--- src/rtl/matrix_pkg.sv ---
// Shared definitions for the matrix blocks (streamer, dot product).
package matrix_pkg;
    localparam int DEFAULT_DATA_W = 32;

    typedef logic [0:0] state_t;
    localparam logic [0:0] ST_IDLE   = 1'b0;
    localparam logic [0:0] ST_STREAM = 1'b1;
endpackage

--- src/rtl/matrix_elem_relu.sv ---
// Combinational clamp of a signed element to max(x, 0).
module matrix_elem_relu
    import matrix_pkg::*;
#(
    parameter int DATA_W = DEFAULT_DATA_W
) (
    input  logic [DATA_W-1:0] i_data,
    output logic [DATA_W-1:0] o_data
);
    assign o_data = i_data[DATA_W-1] ? '0 : i_data;
endmodule

--- src/rtl/matrix_result_streamer.sv ---
// Captures a flattened m1 x n2 result and streams it row-major over a valid/ready port.
// Build option: MATRIX_STREAM_RELU_EN clamps negative elements to zero on out_data.
module matrix_result_streamer
    import matrix_pkg::*;
#(
    parameter int m1     = 2,
    parameter int n2     = 2,
    parameter int DATA_W = DEFAULT_DATA_W
) (
    input  logic                     clk,
    input  logic                     reset,
    input  logic                     enable,
    input  logic [m1*n2*DATA_W-1:0]  result_matrix,
    output logic                     busy,
    output logic [DATA_W-1:0]        out_data,
    output logic                     out_valid,
    input  logic                     out_ready,
    output logic [$clog2(m1):0]      out_row,
    output logic [$clog2(n2):0]      out_col,
    output logic                     out_last,
    output logic                     done
);
    localparam int NUM   = m1 * n2;
    localparam int IDX_W = (NUM > 1) ? $clog2(NUM) : 1;
    localparam int ROW_W = $clog2(m1) + 1;
    localparam int COL_W = $clog2(n2) + 1;

    localparam logic [IDX_W-1:0] IDX_LAST = IDX_W'(NUM - 1);
    localparam logic [COL_W-1:0] COL_LAST = COL_W'(n2 - 1);

    state_t                    r_state;
    logic [NUM*DATA_W-1:0]     r_mat;
    logic [IDX_W-1:0]          r_idx;
    logic [ROW_W-1:0]          r_row;
    logic [COL_W-1:0]          r_col;
    logic                      r_done;

    logic                      w_stream;
    logic                      w_last;
    logic                      w_hs;
    logic [DATA_W-1:0]         w_elems [NUM];
    logic [DATA_W-1:0]         w_elem_raw;
    logic [DATA_W-1:0]         w_elem_out;

    for (genvar gi = 0; gi < NUM; gi++) begin : g_elem
        assign w_elems[gi] = r_mat[gi*DATA_W +: DATA_W];
    end

    assign w_stream   = (r_state == ST_STREAM);
    assign w_last     = w_stream && (r_idx == IDX_LAST);
    assign w_hs       = w_stream && out_ready;
    assign w_elem_raw = w_elems[r_idx];

`ifdef MATRIX_STREAM_RELU_EN
    matrix_elem_relu #(.DATA_W(DATA_W)) u_relu (
        .i_data (w_elem_raw),
        .o_data (w_elem_out)
    );
`else
    assign w_elem_out = w_elem_raw;
`endif

    always_ff @(posedge clk) begin
        if (!reset) begin
            r_state <= ST_IDLE;
            r_mat   <= '0;
            r_idx   <= '0;
            r_row   <= '0;
            r_col   <= '0;
            r_done  <= 1'b0;
        end else begin
            r_done <= 1'b0;
            if (!w_stream) begin
                if (enable) begin
                    r_state <= ST_STREAM;
                    r_mat   <= result_matrix;
                    r_idx   <= '0;
                    r_row   <= '0;
                    r_col   <= '0;
                end
            end else if (w_hs) begin
                if (w_last) begin
                    // Indices park at zero so the idle outputs match the reset state.
                    r_state <= ST_IDLE;
                    r_done  <= 1'b1;
                    r_idx   <= '0;
                    r_row   <= '0;
                    r_col   <= '0;
                end else begin
                    r_idx <= r_idx + IDX_W'(1);
                    if (r_col == COL_LAST) begin
                        r_col <= '0;
                        r_row <= r_row + ROW_W'(1);
                    end else begin
                        r_col <= r_col + COL_W'(1);
                    end
                end
            end
        end
    end

    assign busy      = w_stream;
    assign out_valid = w_stream;
    assign out_last  = w_last;
    assign out_row   = r_row;
    assign out_col   = r_col;
    assign out_data  = w_stream ? w_elem_out : '0;
    assign done      = r_done;
endmodule

--- config.mk ---
export PLATFORM = sky130hd
export DESIGN_NAME = matrix_result_streamer
export DESIGN_NICKNAME = d
export VERILOG_FILES = /design/src/rtl/matrix_pkg.sv /design/src/rtl/matrix_elem_relu.sv /design/src/rtl/matrix_result_streamer.sv
export SDC_FILE = /design/constraint.sdc
export NUM_CORES = 1
export LEC_CHECK = 0
export CAP_MARGIN = 30
export CORE_MARGIN = 3
export CORE_UTILIZATION = 43
export CTS_CLUSTER_DIAMETER = 150
export CTS_CLUSTER_SIZE = 28
export DETAILED_ROUTE_END_ITERATION = 16
export PLACE_DENSITY = 0.84
export SYNTH_ARGS = -nofsm -noshare
export SYNTH_HDL_FRONTEND = slang
export SYNTH_SLANG_ARGS = --single-unit
--- constraint.sdc ---
create_clock -name clk -period 1.92 [get_ports clk]
set_clock_uncertainty 0.15 [all_clocks]
set_input_delay 0.48 -clock clk [delete_from_list [all_inputs] [get_ports clk]]
set_output_delay 0.48 -clock clk [all_outputs]
set_load 0.01 [all_outputs]
==> results.cfg, run 1 <==
[outcome]
outcome = complete, but fails checks
violations = negative setup slack

[clock_network]
insertion_delay_ns = 0.42
cts-root-buf = clkbuf_16
cts_made_buffers = 17
cts_sinks = 136
cts_tree = yes
htree_num_levels = 4
clk_pin_slew_worst_paths_ns = 0.06
clockBufferDepth = 2

[floorplan]
die_y_microns = 125
rows = 42
die_w_microns = 125
initial_core_util_pct = 45.0
die_area_sq_um = 15700
pin_count = 172
core-area_sq_um = 13600

[global_route]
first_global_vias = 5445
antenna_found_initial = 0
use_met2_pct = 35.8
grt_busiest_layer = met2
globalRouteMet1Util_pct = 25.2
grt.overflow.total = 0
gr-usage-met3_pct = 5.71
grt_pass1_wl_microns = 26600
grt_max_degree = 62
grt_usage_pct = 20.7

[place]
dp_hpwl_microns = 10700
io_buffer_count = 171
routabilityCongestion = 0.763

[yosys]
syn_avg_cell_area_sq_um = 9.14
synthDistinctLibCells = 25
syn_inst = 670
netlist_area_sq_um = 6130
synthesis.nets = 803
synth_seq_cells = 136
synth_seq_area_share_pct = 44.4
ys_warn_count = 0

[timing]
maxSlewViolCount = 0
fin_crit_sh_pct = 128
rsz0062_at_grt = yes
setup_viol = 33
setup_slack_ns = -0.545
setup-tns-final_ns = -15.47
timing.hold.ws_ns = 0.306
tightest_slew_ns = 0.331
hold_viol_final = 0
timing.fmax_ghz = 0.406
relSlewSlack_pct = 77.9
min_period_ns = 2.47

[drt]
antenna_left = 0
drtPass1Iterations = 4
wl_microns = 16200
vias = 5227
route.detailed.drc = 0
wl_per_cell_microns = 15.7
viasPerCell = 5.07
drtIter0Drc = 192

[cells_and_area]
n_antenna_cell = 0
drive_gt1_share_pct = 20.5
nets = 975
area_growth_pct = 47.1
fill_cells = 1068

[worst_hold_path]
hold_path.class = reg -> reg

[pwr]
irDropWorstVdd_v = 0.000504
cellPowerDensity_nw_per_um2 = 852
p_leak_nw = 3.46

[setup_path]
crit_type = reg -> out
cp.arrival_ns = 1.84
worstPathRequired_ns = 1.29
start_kind = flip-flop
crit_fanout = 8
end_kind = primary output

[flow_run]
cap_violations = 0
-- cells in the final DEF, fill, tap and decap left out, types with 4 or more instances in the layout --
master	n
clkinvlp_4	4
a21oi_1	4
buf_12	16
clkbuf_16	17
mux4_2	32
dlygate4sd2_1	6
dfxtp_1	133
clkdlybuf4s50_1	130
buf_4	14
clkinv_2	4
nor2b_1	4
bufinv_16	5
nand2_1	257
a21boi_0	128
and2_4	31
buf_6	38
-- registers in the layout, indices dropped and copies added (netlist names) --
register / cells
out_col: 2
done: 1
r_idx: 2
r_mat: 128
out_row: 2
busy: 1
-- repair_timing --
item / 4_1_cts / 5_1_grt
cloned: 2 / 0
hold endpoints to repair: 0 / 0
pin swaps: 33 / 0
buffers inserted: 10 / 0
resized for setup: 186 / 22
endpoints found under the setup margin: 40 / 39
hold buffers: 0 / 0
-- power breakdown --
part	internal, mW	switching, mW
Combinational	0.618	0.408
Sequential	2.98	0.0843
Clock	2.36	1.23
-- synthesized netlist by cell type (all sizes together) --
cell type  count  area [sq um]
dfxtp        136          2720
nor2           1          3.75
o22ai          2          12.5
mux4          32           736
and2          34           213
or3            1          6.26
and3b          1          8.76
nand2b         2          12.5
o21ai          3          15.0
mux2i          2          20.0
buf           39           284
nor3           1          5.00
nand2        257           965
nor2b          5          38.8
ha             1          12.5
and3           2          12.5
a21boi       129           968
nor3b          1          7.51
clkbuf        17          63.8
a21oi          4          20.0
-- critical path, cell delays in order (launching register included) --
cell and delay (ns):
dfxtp_4 0.41, buf_8 0.16, buf_6 0.10, mux4_2 0.48, and2_4 0.15, buf_6 0.11
-- through the flow --
step | instance area [sq um] | cells | power (mW) | setup WS, ns | util (%)
floorplan | 6180 | 670 | 3.60 | 0.00556 | -
global placement | 8180 | 991 | 4.08 | -0.487 | 60.1
detailed placement | 8180 | 991 | 4.10 | -0.488 | 60.1
CTS | 9010 | 1035 | 7.74 | -0.575 | 66.2
global route | 9010 | 1031 | 7.97 | -0.594 | 66.2
finish | 9010 | 1031 | 7.68 | -0.545 | 66.2
-- metal layers --
layer / vias to the layer above / routed length [microns]
met5: - / 0
met4: 0 / 240
met3: 19 / 892
met2: 152 / 8070
met1: 2483 / 6960
li1: 2573 / -
-- final cells by class --
class	instances	area (sq um)	share of cell area [%]
timing repair buffer	209	2260	25.1
tap	176	220	2.44
clock inverter	13	200	2.22
multi-input combinational	478	3150	35.0
clock buffer	19	453	5.02
sequential	136	2730	30.3
-- kinds of logic after synthesis --
kind of cell               share of synthesized area, %
and+or+nand+nor                                    20.8
AOI/OAI and AO/OA                                  16.6
DFF                                                44.4
buffers and inverters                              5.68
muxes                                              12.3
adders and majority gates                         0.204
-- worst paths after layout --
check / startpoint / endpoint / slack [ns] / depth (start not counted)
worst max-delay path: r_idx[0] / out_data[10] / -0.55 / 5
worst min-delay path: r_mat[113] / r_mat[113] / 0.31 / 2
worst max register to register: r_idx[0] / out_col[0] / 0.16 / 7
worst min register to register: r_mat[113] / r_mat[113] / 0.31 / 2
(Power assumes the default switching activity.)
==> run 2: changes to the inputs <==
--- a/config.mk
+++ b/config.mk
@@ -11,7 +11,9 @@
 export CTS_CLUSTER_DIAMETER = 150
 export CTS_CLUSTER_SIZE = 28
 export DETAILED_ROUTE_END_ITERATION = 16
+export MAX_ROUTING_LAYER = met4
 export PLACE_DENSITY = 0.84
+export SETUP_SLACK_MARGIN = 0.05
 export SYNTH_ARGS = -nofsm -noshare
 export SYNTH_HDL_FRONTEND = slang
 export SYNTH_SLANG_ARGS = --single-unit
==> run 2 against run 1 <==
Die area stayed put. Total power grew 1.8%. The flow still finishes with violations (negative setup slack). Combinational power barely moved. Cell area up 0.47%. Register-to-register slack better by 0.02 ns. Clock power up 3%. Routed wire length up 2.3%. Count of clock-buffer cells in the layout increased by 5. Critical endpoint is now out_data[16]. Largest cell class unchanged.
==> results.cfg, run 2 (synthesis gave the netlist of run 1 again) <==
[cells_and_area]
design_area_sq_um = 9060
drive_gt1_share_pct = 20.2
mostFrequentLayoutCells = nand2_1 (257), dfxtp_1 (133), clkdlybuf4s50_1 (130), a21boi_0 (128), buf_6 (39)
n_antenna_cell = 0
mostFrequentLayoutCell = nand2_1
fill_cells = 1037
largest_register_ff_count = 128
nets = 976
top_register = r_mat
area_growth_pct = 47.8

[worst_hold_path]
min_from = r_mat[86]
hold_path.class = reg -> reg
hold_end = r_mat[86]
min_path_cells = 2

[place]
dp_hpwl_microns = 10800
routabilityCongestion = 0.819
place_area_sq_um = 8240
io_buffer_count = 171

[drt]
antenna_left = 0
wl_per_cell_microns = 16.0
viasPerCell = 5.04
drtIter0Drc = 365
route.detailed.drc = 0
drtPass1Iterations = 4
vias = 5197
wl_microns = 16500

[setup_path]
crit_type = reg -> out
r2r_setup_slack_ns = 0.18
rr_worst_depth = 7
worst_r2r_endpoint = out_col[0]
end_kind = primary output
r2r-start = r_idx[0]
worstPathRequired_ns = 1.29
start_kind = flip-flop
crit_fanout = 7
cp.arrival_ns = 1.84

[pwr]
swShare_pct = 21.4
cellPowerDensity_nw_per_um2 = 863
power_mw = 7.81
power_switching_mw = 1.68
clockPowerShare_pct = 47.5
irDropWorstVdd_v = 0.000546
p_leak_nw = 3.48
pwr-share-comb_pct = 13.3
p_int_mw = 6.14
seqPwrFrac_pct = 39.2

[clock_network]
clk_pin_slew_worst_paths_ns = 0.05
cts-root-buf = clkbuf_16
cts_tree = yes
cts_made_buffers = 17
holdBufCountCts = 0
htree_num_levels = 4
cts_sinks = 136
insertion_delay_ns = 0.42
clockBufferDepth = 2

[timing]
relSlewSlack_pct = 66.2
tightest_slew_ns = 0.494
timing.fmax_ghz = 0.405
rsz0062_at_grt = yes
setup_viol = 33
hold_viol_final = 0
maxSlewViolCount = 0
setup_slack_ns = -0.551
min_period_ns = 2.47
fin_crit_sh_pct = 129

[outcome]
outcome = complete, but fails checks
violations = negative setup slack

[floorplan]
die_w_microns = 125
die_area_sq_um = 15700
pin_count = 172
core-area_sq_um = 13600
rows = 42
die_y_microns = 125
initial_core_util_pct = 45.0

[global_route]
grt_usage_pct = 22.0
first_global_vias = 5337
grt_pass1_wl_microns = 26900
antenna_found_initial = 0
grt_max_degree = 43
grt.overflow.total = 0

[flow_run]
cap_violations = 0
run 2: cell count changes in the layout (fill, tap and decap cells not counted), moves of 2 or more:
cell        previous run  this run
clkinv_2               4         2
clkinvlp_4             4         0
clkbuf_1               0         4
buf_8                  2         0
run 2: area by class of cell:
cell class	count	area, sq um	area share [%]
Sequential cell	136	2730	30.2
Multi-Input combinational cell	478	3150	34.8
Timing Repair Buffer	210	2280	25.2
Tap cell	176	220	2.43
Clock inverter	8	190	2.10
Clock buffer	24	482	5.32
run 2: worst max-delay path by stage:
stage | slack, ns | to | from | depth (start not counted)
6_report | -0.55 | out_data[16] | r_idx[0] | 5
5_1_grt | -0.62 | out_data[14] | r_idx[0] | 5
4_1_cts | -0.57 | out_data[17] | r_idx[0] | 5
3_5_place_dp | -0.50 | out_data[19] | r_idx[0] | 4
3_3_place_gp | -0.49 | out_data[31] | r_idx[0] | 4
2_1_floorplan | 0.03 | out_data[0] | r_idx[0] | 4
run 2: power groups by stage:
stage / combinational, mW / clock (mW) / sequential, mW
CTS: 1.06 / 3.76 / 3.06
floorplan: 0.516 / 0 / 3.09
global placement: 0.977 / 0 / 3.11
finish: 1.04 / 3.71 / 3.07
detailed placement: 0.993 / 0 / 3.12
global route: 1.13 / 3.88 / 3.08
run 2: what timing repair did:
item / in CTS / in global routing
gates cloned: 3 / 0
setup buffers: 8 / 0
gates resized for setup: 192 / 7
endpoints found under the setup margin: 40 / 38
pin swaps: 32 / 1
run 2: per-layer routing:
metal | track usage, % | up-vias | wire, microns | part of all wire (%)
li1 | - | 2574 | - | -
met1 | 26.3 | 2434 | 7030 | 43
met2 | 36.5 | 165 | 8250 | 50
met3 | 5.25 | 24 | 992 | 6.0
met4 | 7.59 | 0 | 251 | 1.5
met5 | - | - | 0 | 0
run 2: stage by stage:
| step | TNS, ns | worst slack, ns | std cells | util, % | hold WS [ns] |
|---|---|---|---|---|---|
| after floorplan | 0 | 0.0304 | 670 | - | 0.289 |
| after global placement | -19.81 | -0.490 | 992 | 60.5 | 0.296 |
| after detailed placement | -23.91 | -0.501 | 992 | 60.5 | 0.305 |
| after CTS | -17.37 | -0.575 | 1035 | 66.9 | 0.311 |
| after global routing | -17.88 | -0.616 | 1032 | 66.5 | 0.334 |
| final | -15.94 | -0.551 | 1032 | 66.5 | 0.308 |
run 2: critical path, cell delays in order (launching register included):
cell	delay [ns]
dfxtp_4	0.40
buf_6	0.12
buf_12	0.13
mux4_2	0.50
and2_4	0.15
buf_6	0.11
